==> src/rtl/pipe_hazard_ctrl.sv <==
// Hazard control for a five-stage pipeline: forwarding selects, load-use stall,
// stalls for the multi-cycle mul/div unit, and IF/ID flush on a taken branch.
module pipe_hazard_ctrl (
  input  logic       clk,
  input  logic       clrn,
  input  logic [4:0] id_rs,
  input  logic [4:0] id_rt,
  input  logic       id_use_rs,
  input  logic       id_use_rt,
  input  logic       id_wreg,
  input  logic       id_m2reg,
  input  logic [4:0] id_wn,
  input  logic       id_mdu,
  input  logic       mdu_done,
  input  logic       branch_taken,
  output logic       stall,
  output logic       bubble,
  output logic       flush_if,
  output logic [1:0] fwda,
  output logic [1:0] fwdb,
  output logic       mdu_start
);

  typedef enum logic {IDLE, BUSY} state_t;

  state_t     state, state_nxt;
  logic       ex_wreg, ex_m2reg, mem_wreg, mem_m2reg;
  logic [4:0] ex_wn, mem_wn;
  logic       load_use;
  logic       stall_raw, bubble_raw, start_raw;
  logic [1:0] fwda_raw, fwdb_raw;

  // EX result has priority because it is the younger write to the register
  function automatic logic [1:0] fwd_sel(input logic use_r, input logic [4:0] r,
                                         input logic exw, input logic [4:0] exn,
                                         input logic memw, input logic [4:0] memn);
    logic [1:0] sel;
    sel = 2'b00;
    if (use_r && exw && (exn != 5'd0) && (exn == r))
      sel = 2'b01;
    else if (memw && (memn != 5'd0) && (memn == r))
      sel = 2'b10;
    return sel;
  endfunction

  always_ff @(posedge clk or negedge clrn) begin
    if (!clrn) begin
      ex_wreg   <= 1'b0;
      ex_m2reg  <= 1'b0;
      ex_wn     <= 5'd0;
      mem_wreg  <= 1'b0;
      mem_m2reg <= 1'b0;
      mem_wn    <= 5'd0;
    end else begin
      ex_wreg   <= bubble ? 1'b0 : id_wreg;
      ex_m2reg  <= bubble ? 1'b0 : id_m2reg;
      ex_wn     <= bubble ? 5'd0 : id_wn;
      mem_wreg  <= ex_wreg;
      mem_m2reg <= ex_m2reg;
      mem_wn    <= ex_wn;
    end
  end

  always_ff @(posedge clk or negedge clrn) begin
    if (!clrn) state <= IDLE;
    else       state <= state_nxt;
  end

  assign load_use = ex_wreg & ex_m2reg & (ex_wn != 5'd0) &
                    ((id_use_rs & (id_rs == ex_wn)) | (id_use_rt & (id_rt == ex_wn)));

  assign fwda_raw = fwd_sel(id_use_rs, id_rs, ex_wreg, ex_wn, mem_wreg, mem_wn);
  assign fwdb_raw = fwd_sel(id_use_rt, id_rt, ex_wreg, ex_wn, mem_wreg, mem_wn);

  // A load-use stall in IDLE defers the mul/div start until the load reaches MEM
  always_comb begin
    state_nxt  = state;
    stall_raw  = 1'b0;
    bubble_raw = 1'b0;
    start_raw  = 1'b0;
    case (state)
      IDLE: begin
        if (load_use) begin
          stall_raw  = 1'b1;
          bubble_raw = 1'b1;
        end else if (id_mdu) begin
          start_raw  = 1'b1;
          stall_raw  = 1'b1;
          bubble_raw = 1'b1;
          state_nxt  = BUSY;
        end
      end
      BUSY: begin
        if (!mdu_done) begin
          stall_raw  = 1'b1;
          bubble_raw = 1'b1;
        end else begin
          state_nxt  = IDLE;
        end
      end
      default: state_nxt = IDLE;
    endcase
  end

  // Outputs are forced quiet while reset is held, whatever the inputs do
  assign stall     = clrn & stall_raw;
  assign bubble    = clrn & bubble_raw;
  assign mdu_start = clrn & start_raw;
  assign flush_if  = clrn & branch_taken & ~stall_raw;
  assign fwda      = clrn ? fwda_raw : 2'b00;
  assign fwdb      = clrn ? fwdb_raw : 2'b00;

endmodule

==> config.mk <==
export PLATFORM = sky130hd
export DESIGN_NAME = pipe_hazard_ctrl
export DESIGN_NICKNAME = d
export VERILOG_FILES = /design/src/rtl/pipe_hazard_ctrl.sv
export SDC_FILE = /design/constraint.sdc
export NUM_CORES = 1
export LEC_CHECK = 0
export CAP_MARGIN = 5
export CORE_MARGIN = 1.5
export CORE_UTILIZATION = 26
export DETAILED_ROUTE_END_ITERATION = 10
export PLACE_DENSITY_LB_ADDON = 0.2
export SETUP_SLACK_MARGIN = 0.4
export SLEW_MARGIN = 20
export SYNTH_ARGS = -nofsm -noshare
export SYNTH_HDL_FRONTEND = slang
export SYNTH_SLANG_ARGS = --single-unit
==> constraint.sdc <==
create_clock -name clk -period 3.7 [get_ports clk]
set_clock_uncertainty 0.1 [all_clocks]
set_input_delay 0.37 -clock clk [delete_from_list [all_inputs] [get_ports clk]]
set_output_delay 0.37 -clock clk [all_outputs]
set_load 0.05 [all_outputs]
==> results.txt <==
----------------------------------------------------
[Final layout]
  Number of antenna cells inserted ... 0
  Most common cell after layout, fill and taps aside ... sky130_fd_sc_hd__clkdlybuf4s50_1
  Cell area after layout ... 1210 µm²
  Number of standard cells in the final layout excluding fillers ... 151
  Highest-count cells in the layout ignoring fill and taps ... sky130_fd_sc_hd__clkdlybuf4s50_1 (29), sky130_fd_sc_hd__xor2_1 (14), sky130_fd_sc_hd__dfrtp_1 (14), sky130_fd_sc_hd__nand2_1 (11), sky130_fd_sc_hd__nor2_1 (9)
  Synthesis-to-layout area growth ... 48.3%
  Number of fill cells in the layout ... 307
  Final cell utilization of the core ... 40.2%
  Fraction of final layout cells with drive strength greater than 1 ... 10.2%
  Final Net Count ... 143

[Synth]
  Number of warnings issued by yosys ... 0
  Area of the mapped netlist ... 813 µm²
  Async set or reset register ratio after synthesis ... 100%
  Register bit total from synthesis ... 14
  Number of library cell types mapped by synthesis ... 22
  Synth Flop Type ... sky130_fd_sc_hd__dfrtp_1
  Post-synth EDFFs ... 0
  Post-synthesis net count ... 106
  Gate count after technology mapping ... 82
  Sequential cell area fraction in the yosys report ... 43.1%
  Post-Synthesis Mean Instance Area ... 9.92 µm²

[Power and ir drop]
  Static Leakage ... 0.000523 µW
  Worst-case vdd ir drop ... 0.157 mV
  Total power density per cell area ... 330 nW/µm²

[Placed design]
  Post-Place Cell Area ... 1170 µm²
  Dpl hpwl ... 1.55 mm
  # port buffers ... 31
  Placed insts ... 147
  RD Place Congestion ... 0.848

[Worst setup path]
  Crit Path Max Fanout ... 4
  FF-to-FF End ... ex_wn[3]
  Req. time, crit path ... 3.23 ns
  Register-to-register setup slack ... 1.88 ns
  Critical path launch point type ... input port
  Class of the most critical setup path ... input port to primary output
  Launching point of the worst reg2reg path ... ex_wn[4]
  Reg2Reg Depth ... 5
  Worst Setup End Kind ... primary output
  Arrival time of the worst setup path ... 2.65 ns

[Clock network]
  CTS sink count ... 14
  CTS clock-pin slew for the worst setup and hold paths ... 0.08 ns
  TritonCTS Buffers ... 3
  Clock tree from TritonCTS ... yes
  Deepest level of the CTS H-tree ... 1
  Clock root buffer ... sky130_fd_sc_hd__clkbuf_4
  Clock Tree Buf Depth ... 2
  Later-pin clock latency in the skew report ... 0.27 ns

[STA]
  Setup TNS after final layout ... 0 ns
  Final setup violating endpoints ... 0
  Setup repair after global routing missed its margin ... no
  Fin crit period ... 3.12 ns
  Final slew viol count ... 0
  Max Fclk ... 321 MHz
  Share of the clock period used by the worst path after layout ... 84.2%
  Rel. slew slack ... 61.8%
  Slew at the pin closest to its max-slew limit ... 0.570 ns
  Fin Hold WS ... 0.203 ns
  Endpoints failing hold ... 0

[Floorplan]
  Starting Density ... 27.1%
  IO Count ... 32
  Die area ... 3470 µm²
  Height of the die ... 58.9 µm
  CORE AREA ... 3000 µm²
  FP Rows ... 20
  Horiz. Die Dim ... 58.9 µm

[Global routing]
  Number of antenna violations at the first check in global routing ... 0
  Maximum number of pins on one net before global-route repair ... 10
  Vias in the first global route ... 711
  Aggregate global routing overflow ... 0
  First-pass GRT wire length ... 3.04 mm
  Global router's overall resource usage ... 11.9%

[Drt]
  Drt first-iter violations ... 12
  # DRC ... 0
  Vias post-DR ... 697
  Post-DRT Antenna Nets ... 0
  Post-DR vias/cell ... 4.62
  Post-DR wirelength/cell ... 12.6 µm
  Drt first pass iters ... 2
  Total wire length ... 1.90 mm

[Status]
  Result of the run ... finished, final reports clean

[Run]
  Max-cap viol count ... 0

[Min path]
  Worst min-delay path category ... input port to asynchronous set/reset pin

----------------------------------------------------
where the power goes:
group          total (µW)  switching (µW)  internal, µW
logic                 108            54.1          53.8
registers             185            17.6           167
clock network         106            46.0          59.8
layer usage:
| layer | GRT usage [%] | up-vias | wire [µm] |
|---|---|---|---|
| met5 | 0 | - | 0 |
| met4 | 5.84 | 0 | 14 |
| met3 | 3.30 | 2 | 130 |
| met2 | 20.5 | 21 | 886 |
| met1 | 13.5 | 321 | 867 |
| li1 | - | 353 | - |
sequential cells by signal, indices dropped and copies added (netlist names):
signal / count
ex_wn: 5
mem_wreg: 1
state: 1
ex_wreg: 1
ex_m2reg: 1
mem_wn: 5
how the worst max path moves through the flow:
stage | depth (start not counted) | end | slack (ns) | startpoint
floorplan | 3 | mdu_start | 1.17 | ex_wn[2]
global placement | 7 | stall | 0.38 | id_rs[1]
detailed placement | 7 | bubble | 0.35 | id_rs[1]
CTS | 7 | flush_if | 0.56 | id_rs[1]
global route | 7 | flush_if | 0.45 | id_rs[1]
finish | 7 | flush_if | 0.58 | id_rs[1]
logic make-up after synthesis:
group / Yosys count / synth area share [%]
AOI/OAI and AO/OA: 10 / 10.5
xor gates and xnor gates: 20 / 21.5
DFF: 14 / 43.1
buffers and inverters: 4 / 2.31
and+or+nand+nor: 34 / 22.6
critical path, stage by stage:
cell and delay (ns):
sky130_fd_sc_hd__clkdlybuf4s50_1 0.45, sky130_fd_sc_hd__xor2_1 0.18, sky130_fd_sc_hd__nor4_1 0.36, sky130_fd_sc_hd__nand3_1 0.25, sky130_fd_sc_hd__nand2_1 0.18, sky130_fd_sc_hd__a41oi_1 0.13, sky130_fd_sc_hd__clkdlybuf4s50_1 0.72
timing repair:
item,in CTS,in global routing
endpoints found under the setup margin,2,0
hold endpoints to repair,0,0
hold buffers,0,0
gates resized for setup,2,0
setup buffers,0,0
layout make-up:
type | instances | area (µm²) | share of cell area, %
Timing Repair Buffer | 33 | 323 | 26.8
Sequential cell | 14 | 350 | 29.0
Multi-Input combinational cell | 64 | 444 | 36.8
Clock buffer | 4 | 36.3 | 3.01
Inverter | 3 | 11.3 | 0.934
Tap cell | 33 | 41.3 | 3.42
through the flow:
stage | total power [µW] | worst slack [ns]
after floorplan | 247 | 1.17
after CTS | 404 | 0.563
after detailed placement | 298 | 0.352
after global placement | 298 | 0.376
after global routing | 421 | 0.452
final | 399 | 0.584
cells in the mapped netlist (2+ instances only):
cell type,n,area [µm²]
sky130_fd_sc_hd__inv_1,3,11.3
sky130_fd_sc_hd__nand2_1,11,41.3
sky130_fd_sc_hd__nand3_1,4,20.0
sky130_fd_sc_hd__nor2_1,9,33.8
sky130_fd_sc_hd__or4_1,2,15.0
sky130_fd_sc_hd__xnor2_1,6,52.6
sky130_fd_sc_hd__o211ai_1,2,15.0
sky130_fd_sc_hd__xor2_1,14,123
sky130_fd_sc_hd__nor4_1,3,18.8
sky130_fd_sc_hd__a41oi_1,2,17.5
sky130_fd_sc_hd__dfrtp_1,14,350
sky130_fd_sc_hd__a21oi_1,2,10.0
Note: power is estimated with default switching activity, not from simulation.
